**config.mk**
```make
export PLATFORM = sky130hd
export DESIGN_NAME = axi_stream_packet_source_flat
export DESIGN_NICKNAME = d
export VERILOG_FILES = /design/src/rtl/axi_stream_packet_source_if.sv /design/src/rtl/axi_stream_packet_source.sv /design/src/flat_wrapper.sv
export SDC_FILE = /design/constraint.sdc
export NUM_CORES = 1
export LEC_CHECK = 0
export BUFFER_PORTS_ARGS = -buffer_cell sky130_fd_sc_hd__buf_2
export CAP_MARGIN = 20
export CORE_MARGIN = 4
export CORE_UTILIZATION = 55
export DETAILED_ROUTE_END_ITERATION = 10
export GPL_TIMING_DRIVEN = 0
export PLACE_DENSITY = 0.86
export SLEW_MARGIN = 20
export SYNTH_ARGS = -nofsm -noshare
export SYNTH_HDL_FRONTEND = slang
export SYNTH_SLANG_ARGS = --single-unit
```
**constraint.sdc**
```tcl
create_clock -name clk -period 5.1 [get_ports clk]
set_clock_uncertainty 0.15 [all_clocks]
set_input_delay 1.02 -clock clk [delete_from_list [all_inputs] [get_ports clk]]
set_output_delay 1.02 -clock clk [all_outputs]
set_load 0.01 [all_outputs]
```
**src/rtl/axi_stream_packet_source_if.sv**
```systemverilog
// AXI4-Stream bus between the packet source (master) and its sink (slave).
// Widths are set by the instantiating context and must match the source's parameters.
interface axi_stream_packet_source_if #(
    parameter int unsigned byte_width = 4,
    parameter int unsigned id_width   = 2
) ();
    logic                    tvalid;
    logic                    tready;
    logic [8*byte_width-1:0] tdata;
    logic [byte_width-1:0]   tkeep;
    logic [byte_width-1:0]   tstrb;
    logic                    tlast;
    logic [id_width-1:0]     tid;

    modport master (
        output tvalid, tdata, tkeep, tstrb, tlast, tid,
        input  tready
    );

    modport slave (
        input  tvalid, tdata, tkeep, tstrb, tlast, tid,
        output tready
    );
endinterface

```
**src/rtl/axi_stream_packet_source.sv**
```systemverilog
// AXI4-Stream packet generator: one incrementing-byte packet of programmable length per start.
// Every output comes straight from a flop; tready only steers next-state logic.
module axi_stream_packet_source #(
    parameter int unsigned byte_width  = 4,
    parameter int unsigned len_width   = 12,
    parameter int unsigned id_width    = 2,
    parameter int unsigned count_width = 16
) (
    input  logic                   clk,
    input  logic                   resetn,
    input  logic                   start,
    input  logic [len_width-1:0]   start_len,
    input  logic [7:0]             start_seed,
    input  logic [id_width-1:0]    start_id,
    output logic                   busy,
    output logic [count_width-1:0] pkt_count,
    axi_stream_packet_source_if.master axis
);
    localparam int unsigned          data_width = 8 * byte_width;
    localparam logic [len_width-1:0] bw_len     = len_width'(byte_width);
    localparam logic [7:0]           bw_byte    = 8'(byte_width);

    typedef enum logic {IDLE, SEND} state_t;

    state_t                 state_q, state_d;
    logic                   tvalid_q, tvalid_d;
    logic                   tlast_q, tlast_d;
    logic [data_width-1:0]  tdata_q, tdata_d;
    logic [byte_width-1:0]  tkeep_q, tkeep_d;
    logic [id_width-1:0]    tid_q, tid_d;
    logic                   busy_q, busy_d;
    logic [count_width-1:0] cnt_q, cnt_d;
    logic [7:0]             base_q, base_d;
    logic [len_width-1:0]   rem_q, rem_d;

    logic                   hs;
    logic [7:0]             gen_base;
    logic [len_width-1:0]   gen_rem;
    logic [data_width-1:0]  gen_data;
    logic [byte_width-1:0]  gen_keep;
    logic                   gen_last;

    assign hs = tvalid_q && axis.tready;

    // Next beat to load: beat 0 of a new packet in IDLE, else the beat after the current one
    always_comb begin
        gen_base = start_seed;
        gen_rem  = start_len;
        if (state_q == SEND) begin
            gen_base = base_q + bw_byte;
            gen_rem  = rem_q - bw_len;
        end
    end

    // rem counts bytes left including this beat; lanes past it are unqualified and zero
    always_comb begin
        gen_data = '0;
        gen_keep = '0;
        for (int i = 0; i < int'(byte_width); i++) begin
            if (32'(i) < 32'(gen_rem)) begin
                gen_keep[i]        = 1'b1;
                gen_data[8*i +: 8] = gen_base + 8'(i);
            end
        end
        gen_last = (32'(gen_rem) <= 32'(byte_width));
    end

    always_comb begin
        state_d  = state_q;
        tvalid_d = tvalid_q;
        tlast_d  = tlast_q;
        tdata_d  = tdata_q;
        tkeep_d  = tkeep_q;
        tid_d    = tid_q;
        busy_d   = busy_q;
        cnt_d    = cnt_q;
        base_d   = base_q;
        rem_d    = rem_q;

        unique case (state_q)
            IDLE: begin
                if (start && (start_len != '0)) begin
                    state_d  = SEND;
                    tvalid_d = 1'b1;
                    busy_d   = 1'b1;
                    tid_d    = start_id;
                    base_d   = gen_base;
                    rem_d    = gen_rem;
                    tdata_d  = gen_data;
                    tkeep_d  = gen_keep;
                    tlast_d  = gen_last;
                end
            end
            SEND: begin
                if (hs) begin
                    if (tlast_q) begin
                        state_d  = IDLE;
                        tvalid_d = 1'b0;
                        tlast_d  = 1'b0;
                        busy_d   = 1'b0;
                        tdata_d  = '0;
                        tkeep_d  = '0;
                        cnt_d    = cnt_q + count_width'(1);
                    end else begin
                        base_d  = gen_base;
                        rem_d   = gen_rem;
                        tdata_d = gen_data;
                        tkeep_d = gen_keep;
                        tlast_d = gen_last;
                    end
                end
            end
            default: state_d = IDLE;
        endcase
    end

    always_ff @(posedge clk or negedge resetn) begin
        if (!resetn) begin
            state_q  <= IDLE;
            tvalid_q <= 1'b0;
            tlast_q  <= 1'b0;
            tdata_q  <= '0;
            tkeep_q  <= '0;
            tid_q    <= '0;
            busy_q   <= 1'b0;
            cnt_q    <= '0;
            base_q   <= '0;
            rem_q    <= '0;
        end else begin
            state_q  <= state_d;
            tvalid_q <= tvalid_d;
            tlast_q  <= tlast_d;
            tdata_q  <= tdata_d;
            tkeep_q  <= tkeep_d;
            tid_q    <= tid_d;
            busy_q   <= busy_d;
            cnt_q    <= cnt_d;
            base_q   <= base_d;
            rem_q    <= rem_d;
        end
    end

    assign axis.tvalid = tvalid_q;
    assign axis.tdata  = tdata_q;
    assign axis.tkeep  = tkeep_q;
    assign axis.tstrb  = tkeep_q;
    assign axis.tlast  = tlast_q;
    assign axis.tid    = tid_q;
    assign busy        = busy_q;
    assign pkt_count   = cnt_q;
endmodule

```
**src/flat_wrapper.sv**
```systemverilog
// flat-port wrapper written by rule: the top's interface ports become plain ports
module axi_stream_packet_source_flat 
#(
    parameter int unsigned byte_width  = 4,
    parameter int unsigned len_width   = 12,
    parameter int unsigned id_width    = 2,
    parameter int unsigned count_width = 16
)
  (clk, resetn, start, start_len, start_seed, start_id, busy, pkt_count, axis_tvalid, axis_tdata, axis_tkeep, axis_tstrb, axis_tlast, axis_tid, axis_tready);
  axi_stream_packet_source_if #(.byte_width(byte_width), .id_width(id_width)) axis_i ();
  input  logic clk;
  input  logic resetn;
  input  logic start;
  input  logic [len_width-1:0] start_len;
  input  logic [7:0] start_seed;
  input  logic [id_width-1:0] start_id;
  output logic busy;
  output logic [count_width-1:0] pkt_count;
  output wire logic [$bits(axis_i.tvalid)-1:0] axis_tvalid;
  output wire logic [$bits(axis_i.tdata)-1:0] axis_tdata;
  output wire logic [$bits(axis_i.tkeep)-1:0] axis_tkeep;
  output wire logic [$bits(axis_i.tstrb)-1:0] axis_tstrb;
  output wire logic [$bits(axis_i.tlast)-1:0] axis_tlast;
  output wire logic [$bits(axis_i.tid)-1:0] axis_tid;
  input wire logic [$bits(axis_i.tready)-1:0] axis_tready;
  assign axis_tvalid = axis_i.tvalid;
  assign axis_tdata = axis_i.tdata;
  assign axis_tkeep = axis_i.tkeep;
  assign axis_tstrb = axis_i.tstrb;
  assign axis_tlast = axis_i.tlast;
  assign axis_tid = axis_i.tid;
  assign axis_i.tready = axis_tready;
  axi_stream_packet_source #(.byte_width(byte_width), .len_width(len_width), .id_width(id_width), .count_width(count_width)) u_core (.clk(clk), .resetn(resetn), .start(start), .start_len(start_len), .start_seed(start_seed), .start_id(start_id), .busy(busy), .pkt_count(pkt_count), .axis(axis_i));
endmodule
```
==> results of run 1 <==
-- layout make-up --
| type | count | area [sq um] | share of cell area [%] |
|---|---|---|---|
| inverters | 10 | 37.54 | 0.7937 |
| repair buffers | 87 | 460.4 | 9.735 |
| clock buffers | 10 | 127.6 | 2.698 |
| well taps | 96 | 120.1 | 2.540 |
| clock inverters | 6 | 63.81 | 1.349 |
| multi-input cells | 304 | 1873 | 39.60 |
| flip-flops and latches | 77 | 1927 | 40.74 |
| plain buffers | 22 | 120.1 | 2.540 |
-- power breakdown --
part | leakage (nW) | total (mW) | internal (mW) | switching [mW]
combinational | 1.23 | 1.58 | 0.608 | 0.976
sequential | 0.995 | 0.970 | 0.820 | 0.150
clock | 0.0923 | 0.456 | 0.225 | 0.231
-- critical path, delay by kind of cell, from the launching register on --
kind	cells	cell delay (ns)
AO/OA/AOI/OAI	2	0.36
XOR/XNOR	1	0.13
buffers and inverters	3	0.76
flip-flops	1	0.52
AND/OR/NAND/NOR	2	0.24
multiplexers	1	0.54
adder cells (fa/ha/maj)	1	0.29
-- layout by cell type, fill, tap and decap left out, types with 2 or more instances in the layout --
cell type,n
o31ai_1,14
or3_1,3
nand3_1,15
o22ai_1,5
o21ai_4,2
clkinvlp_4,2
nor3_1,4
nor4_1,5
o21ai_0,34
xor2_1,10
clkbuf_8,9
a21o_1,2
dfrtp_1,77
buf_4,6
xnor2_1,28
inv_1,9
and3_1,7
nor2b_1,4
o21ai_2,3
clkinv_2,2
a21oi_1,12
nor2_1,18
a32oi_1,2
mux2i_1,11
buf_2,94
or4_1,3
clkbuf_1,8
o211ai_1,2
nand2_1,85
and2_1,2
ha_1,7
nand4_1,3
-- through the flow --
step	hold WS, ns	area, sq um	utilization, %	setup WS [ns]	instances
3_5_place_dp	0.3103	4538	65.71	1.747	596
3_3_place_gp	0.3065	4508	65.27	1.794	595
4_1_cts	0.3234	4730	68.48	2.025	612
5_1_grt	0.3560	4730	68.48	1.728	612
2_1_floorplan	0.2954	3958	-	2.189	413
6_report	0.3210	4730	68.48	1.998	612
-- cells by family (layout without fill, tap and decap cells) --
group	count (synthesis)	after routing	share of synthesized area, %
flip-flops	77	77	48.69
AND/OR/NAND/NOR	157	157	18.18
buffers and inverters	32	135	3.984
AO/OA/AOI/OAI	90	90	15.46
adder cells (fa/ha/maj)	7	7	2.213
XOR/XNOR	38	38	8.410
multiplexers	12	12	3.067
-- registers in the layout (all words and copies together) (netlist names) --
| register | count |
|---|---|
| u_core.axis.tlast | 1 |
| u_core.axis.tkeep | 4 |
| u_core.rem_q | 12 |
| u_core.state_q | 1 |
| u_core.pkt_count | 16 |
| u_core.axis.tdata | 32 |
| u_core.base_q | 8 |
| u_core.busy | 1 |
| u_core.axis.tid | 2 |
-- worst max-delay path by stage --
stage	from	to	slack, ns
floorplan	start_len[6]	u_core.axis.tkeep[2]	2.19
global placement	start_len[6]	u_core.base_q[4]	1.79
detailed placement	start_len[6]	u_core.base_q[4]	1.75
CTS	u_core.state_q	u_core.axis.tdata[31]	2.02
global route	u_core.state_q	u_core.axis.tdata[31]	1.73
finish	u_core.state_q	u_core.axis.tdata[31]	2.00
-- routing by layer --
layer  share of wire, %  wire, um  vias up
met5                  0         0        -
li1                   -         -     1634
met3                7.8       775       31
met2                 47      4696      160
met1                 42      4193     1670
met4                3.1       305        0
==> results.md, run 1 <==
* Met3 usage at 4.305%
* Routed len/inst at 16.29 um
* Syn. warnings at 0
* Layout cell share with drive strength beyond 1 at 25.58%
* Tmin final at 3.102 ns
* DRC at 0
* # setup viols final at 0
* Via density at 5.711
* Crit-path cells: buf_2, buf_2, mux2i_1, inv_1, ha_1, a21oi_1, nor2_1, nand3_1, xnor2_1, o21ai_0
* Number of synthesized flops with an enable pin at 0
* Post-synth net total at 446
* Root Buffer: clkbuf_8
* IO Port Bufs at 86
* Via count at 3495
* Total gr overflow at 0
* Post-synth top cells: 85 x nand2_1, 77 x dfrtp_1, 34 x o21ai_0
* Share of the synthesized area in the top cell type at 48.69%
* Fmax at 322.4 MHz
* Met1 GRT Util at 33.02%
* Chip width at 92.83 um
* Hold Crit Class: reg -> reg
* First-pass GRT wire length at 16.80 mm
* Worst-path clk slew at 0.09 ns
* Filler cells at 556
* DIE AREA at 8616 sq um
* Tcrit/Tclk final at 60.81%
* GRT busiest layer: met2
* RR Startpoint: u_core.state_q
* Critical-path top delay cell: mux2i_1
* GRT Util Overall at 24.85%
* Main synth FF type: dfrtp_1
* Cells after Synth at 413
* Fin. Hold Viols at 0
* Synth-to-Final Area Change at 19.51%
* Crit path DAT at 3.19 ns
* Core footprint at 6907 sq um
* Post-layout net count at 544
* # diodes at 0
* FF+latch count, synth at 77
* Hold Startpoint: u_core.pkt_count[15]
* Async set-reset flop share out of synthesis at 100.0%
* Status: finished clean
* Leakage at 2.318 nW
* CP dominant cell by count: buf_2
* CTS H-tree lvls at 3
* Max-slew violations at 0
* Initial Utilization at 57.30%
* Power per cell area at 636.4 nW/um^2
* Setup crit start kind: flip-flop
* Post_cts resized at 0
* Maximum VDD drop at 290.7 uV
* Total Power at 3.010 mW
* Drt total wl at 9.972 mm
* Largest cells by area after synthesis: dfrtp_1 49%, nand2_1 8.1%, xnor2_1 6.2%
* Initial antenna violation count at 0
* Clock Latency Late Sink at 0.35 ns
* Gpl congestion at 0.9488
* Post-CTS Setup Bufs at 0
* Iteration-0 DRC Markers at 249
* Slew @ Worst Pin at 0.7640 ns
* Worst Hold Depth at 1
* RR Endpoint: u_core.axis.tdata[31]
* Post-route ant nets at 0
* Rows at 30
* Routing usage on met2 at 39.17%
* CP Class: reg -> reg
* Vias in the first global route at 3425
* Post-DP HPWL at 7.373 mm
* Most common cell in the netlist: nand2_1
* Max-cap violations at 0
* Worst Path Max Fanout at 10
* Unique masters post-synth at 54
* Sequential fraction of the synthesis area at 48.69%
* RSZ-0062 raised after global routing: false
* CP max stage delay at 0.54 ns
* WHS Endpoint: u_core.pkt_count[15]
* Clock net sink count at 77
* Initial DRT Pass Iterations at 5
* Area leader, netlist: dfrtp_1
* Die height at 92.83 um
* WP data required at 5.19 ns
* Clk buf depth at 2
* Crit. End Element: flip-flop
* Post-Syn Area at 3958 sq um
* Slew headroom at 47.61%
* Top Ports at 87
* Largest net degree at the start of global routing at 61
* R2r setup slk at 2.00 ns
* Final TNS setup at 0 ns
* TritonCTS Buffers at 9
* Worst reg2reg path depth at 10
* CTS tree: done
* Hold-fix buffers at CTS at 0
* Avg Cell Area, Syn at 9.582 sq um
Power figures use the tool's default switching activity.
==> run 2: changes to the inputs <==
--- a/config.mk
+++ b/config.mk
@@ -5,13 +5,14 @@
 export SDC_FILE = /design/constraint.sdc
 export NUM_CORES = 1
 export LEC_CHECK = 0
+export ABC_AREA = 1
 export BUFFER_PORTS_ARGS = -buffer_cell sky130_fd_sc_hd__buf_2
 export CAP_MARGIN = 20
 export CORE_MARGIN = 4
 export CORE_UTILIZATION = 55
 export DETAILED_ROUTE_END_ITERATION = 10
 export GPL_TIMING_DRIVEN = 0
-export PLACE_DENSITY = 0.86
+export PLACE_DENSITY = 0.85
 export SLEW_MARGIN = 20
 export SYNTH_ARGS = -nofsm -noshare
 export SYNTH_HDL_FRONTEND = slang
==> constraint.sdc (replaced) <==
create_clock -name clk -period 3.1 [get_ports clk]
set_clock_uncertainty 0.15 [all_clocks]
set_input_delay 0.62 -clock clk [delete_from_list [all_inputs] [get_ports clk]]
set_output_delay 0.62 -clock clk [all_outputs]
set_load 0.01 [all_outputs]
==> run 2 against run 1 <==
  * Via count increased by 9.0%
  * Sequential power barely moved
  * Register-to-register slack worse by 1.3 ns
  * Worst hold slack got worse by 0.28 ns
  * Critical path depth up 7
  * Largest power group is now registers
  * Highest routed layer unchanged
==> results.md, run 2 <==
* DP Cell Count at 716 (was 596)
* CTS tree: done (unchanged)
* Leakage at 2.599 nW (was 2.318 nW)
* Core footprint at 7370 sq um (was 6907 sq um)
* Clk buf depth at 2 (unchanged)
* Iteration-0 DRC Markers at 266 (was 249)
* Tmin final at 2.436 ns (was 3.102 ns)
* Layout cell share with drive strength beyond 1 at 27.01% (was 25.58%)
* Avg Cell Area, Syn at 8.031 sq um (was 9.582 sq um)
* Die height at 95.97 um (was 92.83 um)
* Gpl congestion at 0.9271 (was 0.9488)
* Post-synth top cells: 190 x nand2_1, 77 x dfrtp_1, 50 x nand3_1 (was 85 x nand2_1, 77 x dfrtp_1, 34 x o21ai_0)
* Slew headroom at 65.55% (was 47.61%)
* Root Buffer: clkbuf_8 (unchanged)
* Power per cell area at 354.0 nW/um^2 (was 636.4 nW/um^2)
* Rows at 31 (was 30)
* Hold-fix buffers at CTS at 0 (unchanged)
* Crit. End Element: flip-flop (unchanged)
* Worst reg2reg path depth at 17 (was 10)
* Largest net degree at the start of global routing at 49 (was 61)
* Most common cell in the netlist: nand2_1 (unchanged)
* # setup viols final at 0 (unchanged)
* Number of synthesized flops with an enable pin at 0 (unchanged)
* Post-DP HPWL at 7.750 mm (was 7.373 mm)
* Via count at 3808 (was 3495)
* Crit-path cells: buf_6, buf_6, buf_4, nand2_1, o21a_1, inv_1, ha_1, nand2_1, nand2_1, nand2_1, nor2_1, nand2_1, nand2_1, nand2_1, clkinv_1, nand3_1, nand2_1 (was buf_2, buf_2, mux2i_1, inv_1, ha_1, a21oi_1, nor2_1, nand3_1, xnor2_1, o21ai_0)
* # diodes at 0 (unchanged)
* Maximum VDD drop at 233.9 uV (was 290.7 uV)
* RSZ-0062 raised after global routing: false (unchanged)
* Clock net sink count at 77 (unchanged)
* Via density at 5.202 (was 5.711)
* Area leader, netlist: dfrtp_1 (unchanged)
* Max-slew violations at 0 (unchanged)
* Fmax at 410.6 MHz (was 322.4 MHz)
* Setup crit start kind: flip-flop (unchanged)
* Unique masters post-synth at 36 (was 54)
* Post-route ant nets at 0 (unchanged)
* DIE AREA at 9210 sq um (was 8616 sq um)
* Total Power at 1.782 mW (was 3.010 mW)
* DRC at 0 (unchanged)
* Async set-reset flop share out of synthesis at 100.0% (unchanged)
* TritonCTS Buffers at 9 (unchanged)
* Sequential fraction of the synthesis area at 45.27% (was 48.69%)
* Tcrit/Tclk final at 78.57% (was 60.81%)
* Syn. warnings at 0 (unchanged)
* Synth-to-Final Area Change at 18.25% (was 19.51%)
* CP dominant cell by count: nand2_1 (was buf_2)
* Crit path DAT at 2.53 ns (was 3.19 ns)
* Max-cap violations at 0 (unchanged)
* Commonest cells after routing, fill and taps aside: 190 x nand2_1, 92 x buf_2, 77 x dfrtp_1 (was 94 x buf_2, 85 x nand2_1, 77 x dfrtp_1)
* Worst-path clk slew at 0.09 ns (about the same)
* Routed len/inst at 14.18 um (was 16.29 um)
* Filler cells at 630 (was 556)
* Initial antenna violation count at 0 (unchanged)
* Final cell count without fillers at 732 (was 612)
* FF+latch count, synth at 77 (unchanged)
* Status: finished clean (unchanged)
* Post-layout util at 68.30% (was 68.48%)
* Cells after Synth at 530 (was 413)
* Post_cts resized at 0 (unchanged)
* Largest cells by area after synthesis: dfrtp_1 45%, nand2_1 17%, nand3_1 5.9% (was dfrtp_1 49%, nand2_1 8.1%, xnor2_1 6.2%)
* Fin area at 5034 sq um (was 4730 sq um)
* CTS H-tree lvls at 3 (unchanged)
* Commonest non-fill, non-tap cell in the layout: nand2_1 (was buf_2)
* WP data required at 3.19 ns (was 5.19 ns)
* Clock Latency Late Sink at 0.35 ns (about the same)
* Main synth FF type: dfrtp_1 (unchanged)
* CP Class: reg -> reg (unchanged)
* Register area at 1927 sq um (unchanged)
* Post-Syn Area at 4257 sq um (was 3958 sq um)
* Post-CTS Setup Bufs at 0 (unchanged)
* Worst Path Max Fanout at 10 (unchanged)
* Slew @ Worst Pin at 0.5168 ns (was 0.7640 ns)
* GRT Util Overall at 23.84% (was 24.85%)
* Post-DP Area at 4841 sq um (was 4538 sq um)
* Post-layout net count at 661 (was 544)
* Share of the synthesized area in the top cell type at 45.27% (was 48.69%)
* Total gr overflow at 0 (unchanged)
* Post-synth net total at 563 (was 446)
* Critical-path top delay cell: dfrtp_1 (was mux2i_1)
* Multi-input gate area at 2013 sq um (was 1873 sq um)
* Drt total wl at 10.38 mm (was 9.972 mm)
* Initial Utilization at 57.76% (was 57.30%)
* Fin. Hold Viols at 0 (unchanged)
* Chip width at 95.97 um (was 92.83 um)
* Hold Crit Class: in -> async (was reg -> reg)
* CP max stage delay at 0.38 ns (was 0.54 ns)
* Initial DRT Pass Iterations at 6 (was 5)
* First-pass GRT wire length at 16.93 mm (was 16.80 mm)
* IO Port Bufs at 86 (unchanged)
* Largest register FFs at 32 (unchanged)
* Top Ports at 87 (unchanged)
* Final TNS setup at 0 ns (unchanged)
* Vias in the first global route at 3584 (was 3425)
-- run 2: changes by cell type after synthesis, moves of 8 or more --
cell / change
nand2_1: +105
nand3_1: +35
inv_1: +28
xnor2_1: -20
o21ai_0: -16
o31ai_1: -14
mux2i_1: -11
xor2_1: +10
a21oi_1: -9
inv_2: +9
nor2_2: +8
-- run 2: path summary, 6_finish.rpt --
kind                                      startpoint               endpoint  slack, ns
worst max-delay path                  u_core.state_q  u_core.axis.tdata[31]       0.66
worst min-delay path                          resetn        u_core.rem_q[5]       0.04
worst max register to register        u_core.state_q  u_core.axis.tdata[31]       0.66
worst min register to register  u_core.pkt_count[15]   u_core.pkt_count[15]       0.32
max in group asynchronous                     resetn  u_core.axis.tdata[12]       2.20
min in group clk                u_core.pkt_count[15]   u_core.pkt_count[15]       0.32
-- run 2: routing by layer --
layer / vias up / global-route usage (%) / wire length [um]
met1: 1801 / 32.72 / 4614
li1: 1862 / - / -
met3: 18 / 4.222 / 685
met5: - / 0 / 0
met4: 0 / 8.294 / 187
met2: 127 / 38.16 / 4889
-- run 2: area by class of cell --
cell class / count / share of cell area [%]
inverter: 49 / 3.654
sequential: 77 / 38.28
multi-input combinational: 384 / 39.99
clock buffer: 9 / 2.461
tap: 99 / 2.461
timing repair buffer: 87 / 9.147
clock inverter: 7 / 1.367
buffer: 20 / 2.635
-- run 2: report_power, final --
part / total [mW] / switching (mW) / internal, mW / leakage [nW]
combinational: 0.0457 / 0.0298 / 0.0160 / 1.61
sequential: 1.00 / 0 / 1.00 / 0.898
clock: 0.733 / 0.423 / 0.310 / 0.0911
-- run 2: worst max-delay path, delay by kind of cell (launching register included) --
kind                       cells  cell delay [ns]
DFF                            1             0.38
and+or+nand+nor               10             0.68
buffers and inverters          5             0.68
adders and majority gates      1             0.22
AOI/OAI and AO/OA              1             0.22
-- run 2: per-stage QoR --
step                setup WS [ns]  hold WS [ns]
floorplan                  0.9721        0.1744
detailed placement         0.6602        0.3102
CTS                        0.6787       0.05909
global placement           0.6776        0.3075
finish                     0.6642       0.04208
global route               0.4679       0.06977
-- run 2: logic make-up (layout without fill, tap and decap cells) --
logic type,count (synthesis),count (layout),synth area share [%]
xor+xnor,28,28,5.761
fa+ha+maj,7,7,2.058
buf+inv,69,172,7.437
mux,2,2,0.5291
simple gates,309,309,33.63
compound gates,38,38,5.320
flops,77,77,45.27
==> run 3: changes to the inputs <==
==> constraint.sdc (replaced) <==
create_clock -name clk -period 2.6 [get_ports clk]
set_clock_uncertainty 0.15 [all_clocks]
set_input_delay 0.52 -clock clk [delete_from_list [all_inputs] [get_ports clk]]
set_output_delay 0.52 -clock clk [all_outputs]
set_load 0.01 [all_outputs]
==> run 3 against run 2 <==
  * Count of clock-buffer cells in the layout did not move
  * Clock power rose by 19%
  * Critical path depth fell by 2
  * Critical path type unchanged
  * Flip-flop and latch count did not move
  * Fmax rose by 0.77%
  * Non-clock buffer count rose by 1
  * Global-route usage barely moved
  * Critical endpoint unchanged
  * Core utilization rose by 0.15 points
  * Highest routed layer unchanged
  * Via count rose by 0.45%
  * Die area did not move
  * Final area rose by 0.22%
  * Combinational power rose by 21%
==> results.md, run 3 (synthesis gave the netlist of run 2 again) <==
* Gpl congestion at 0.9271 (unchanged)
* Slew headroom at 66.97% (was 65.55%)
* Slew @ Worst Pin at 0.4955 ns (was 0.5168 ns)
* Worst-path clk slew at 0.09 ns (about the same)
* Final TNS setup at 0 ns (unchanged)
* Initial antenna violation count at 0 (unchanged)
* TritonCTS Buffers at 9 (unchanged)
* DRC at 0 (unchanged)
* Root Buffer: clkbuf_8 (unchanged)
* Post-layout net count at 662 (was 661)
* IO Port Bufs at 86 (unchanged)
* Core footprint at 7370 sq um (unchanged)
* Post-DP HPWL at 7.750 mm (unchanged)
* Largest register FFs at 32 (unchanged)
* Synth-to-Final Area Change at 18.52% (was 18.25%)
* CTS H-tree lvls at 3 (unchanged)
* CP Class: reg -> reg (unchanged)
* Tcrit/Tclk final at 92.97% (was 78.57%)
* Hold Crit Class: in -> reg (was in -> async)
* Clk buf depth at 2 (unchanged)
* Top Ports at 87 (unchanged)
* Largest net degree at the start of global routing at 49 (unchanged)
* # diodes at 0 (unchanged)
* Fin. Hold Viols at 0 (unchanged)
* Commonest cells after routing, fill and taps aside: 190 x nand2_1, 92 x buf_2, 77 x dfrtp_1 (unchanged)
* Initial Utilization at 57.76% (unchanged)
* Power per cell area at 420.5 nW/um^2 (was 354.0 nW/um^2)
* WP data required at 2.69 ns (was 3.19 ns)
* Routed len/inst at 14.06 um (was 14.18 um)
* RSZ-0062 raised after global routing: false (unchanged)
* Initial DRT Pass Iterations at 5 (was 6)
* Leakage at 2.604 nW (was 2.599 nW)
* Maximum VDD drop at 276.7 uV (was 233.9 uV)
* Total gr overflow at 0 (unchanged)
* Vias in the first global route at 3578 (was 3584)
* # setup viols final at 0 (unchanged)
* CTS tree: done (unchanged)
* Max-slew violations at 0 (unchanged)
* Clock net sink count at 77 (unchanged)
* Chip width at 95.97 um (unchanged)
* Rows at 31 (unchanged)
* First-pass GRT wire length at 16.94 mm (was 16.93 mm)
* Multi-input gate area at 2014 sq um (was 2013 sq um)
* Via density at 5.218 (was 5.202)
* Via count at 3825 (was 3808)
* Layout cell share with drive strength beyond 1 at 27.13% (was 27.01%)
* Crit. End Element: flip-flop (unchanged)
* Status: finished clean (unchanged)
* Total Power at 2.122 mW (was 1.782 mW)
* Post-CTS Setup Bufs at 0 (unchanged)
* Post-route ant nets at 0 (unchanged)
* Commonest non-fill, non-tap cell in the layout: nand2_1 (unchanged)
* Die height at 95.97 um (unchanged)
* Fmax at 413.7 MHz (was 410.6 MHz)
* Setup crit start kind: flip-flop (unchanged)
* Tmin final at 2.417 ns (was 2.436 ns)
* GRT Util Overall at 23.86% (was 23.84%)
* Register area at 1927 sq um (unchanged)
* Max-cap violations at 0 (unchanged)
* Filler cells at 629 (was 630)
* DIE AREA at 9210 sq um (unchanged)
* Post-DP Area at 4841 sq um (unchanged)
* Crit path DAT at 2.51 ns (was 2.53 ns)
* Worst Path Max Fanout at 10 (unchanged)
* Fin area at 5045 sq um (was 5034 sq um)
* Drt total wl at 10.31 mm (was 10.38 mm)
* Iteration-0 DRC Markers at 310 (was 266)
* Clock Latency Late Sink at 0.35 ns (about the same)
run 3: cell count changes in the layout (fill, tap and decap cells not counted):
cell           delta
o21a_2            +1
dlygate4sd3_1     +1
o21a_1            -1
run 3: worst max-delay path, stage by stage, from the launching register on:
cell and delay (ns):
dfrtp_1 0.38, buf_6 0.16, buf_6 0.15, buf_4 0.18, o21a_2 0.26, inv_1 0.14
ha_1 0.17, nand2_1 0.05, nand2_1 0.10, nand2_1 0.10, nor2_1 0.12, nand3_1 0.09
nand2_1 0.08, clkinv_1 0.06, nand3_1 0.07, nand2_1 0.05
run 3: final timing paths:
check / startpoint / end / slack (ns) / cells past startpoint
hold / removal: start_id[1] / u_core.axis.tid[1] / 0.25 / 2
setup reg to reg: u_core.state_q / u_core.axis.tdata[31] / 0.18 / 15
min in group asynchronous: resetn / u_core.rem_q[5] / 0.48 / 2
max in group asynchronous: resetn / u_core.axis.tdata[12] / 1.26 / 3
hold reg to reg: u_core.pkt_count[15] / u_core.pkt_count[15] / 0.33 / 1
setup / recovery: u_core.state_q / u_core.axis.tdata[31] / 0.18 / 15
run 3: power by group:
group	internal, mW	leakage (nW)	total [mW]	switching, mW
logic	0.0200	1.61	0.0554	0.0354
registers	1.20	0.898	1.20	0
clock network	0.369	0.0911	0.870	0.500
total	1.59	2.60	2.12	0.536
run 3: layout make-up:
class                      count  area share [%]
buffer                        20           2.629
sequential                    77           38.19
tap                           99           2.455
inverter                      49           3.646
clock buffer                   9           2.455
multi-input combinational    384           39.93
timing repair buffer          88           9.325
clock inverter                 7           1.364
run 3: metrics by stage:
| step | utilization [%] | hold slack, ns | instances | worst slack [ns] |
|---|---|---|---|---|
| after CTS | 68.44 | 0.2462 | 733 | 0.1787 |
| after floorplan | - | 0.07441 | 530 | 0.4721 |
| after detailed placement | 65.69 | 0.3102 | 716 | 0.1997 |
| after global placement | 65.28 | 0.3075 | 715 | 0.2296 |
| final | 68.46 | 0.2502 | 733 | 0.1828 |
| after global routing | 68.46 | 0.2551 | 733 | 0.01428 |
run 3: layer usage:
layer | track usage [%] | up-vias | routed length, um
li1 | - | 1866 | -
met1 | 32.98 | 1798 | 4559
met2 | 37.93 | 143 | 4872
met3 | 4.222 | 18 | 679
met4 | 8.294 | 0 | 194
met5 | 0 | - | 0
run 3: repair_timing:
action,4_1_cts,5_1_grt
hold buffers,1,0
endpoints found under the hold margin,29,0
setup endpoints to repair,0,1
gates resized for setup,0,1
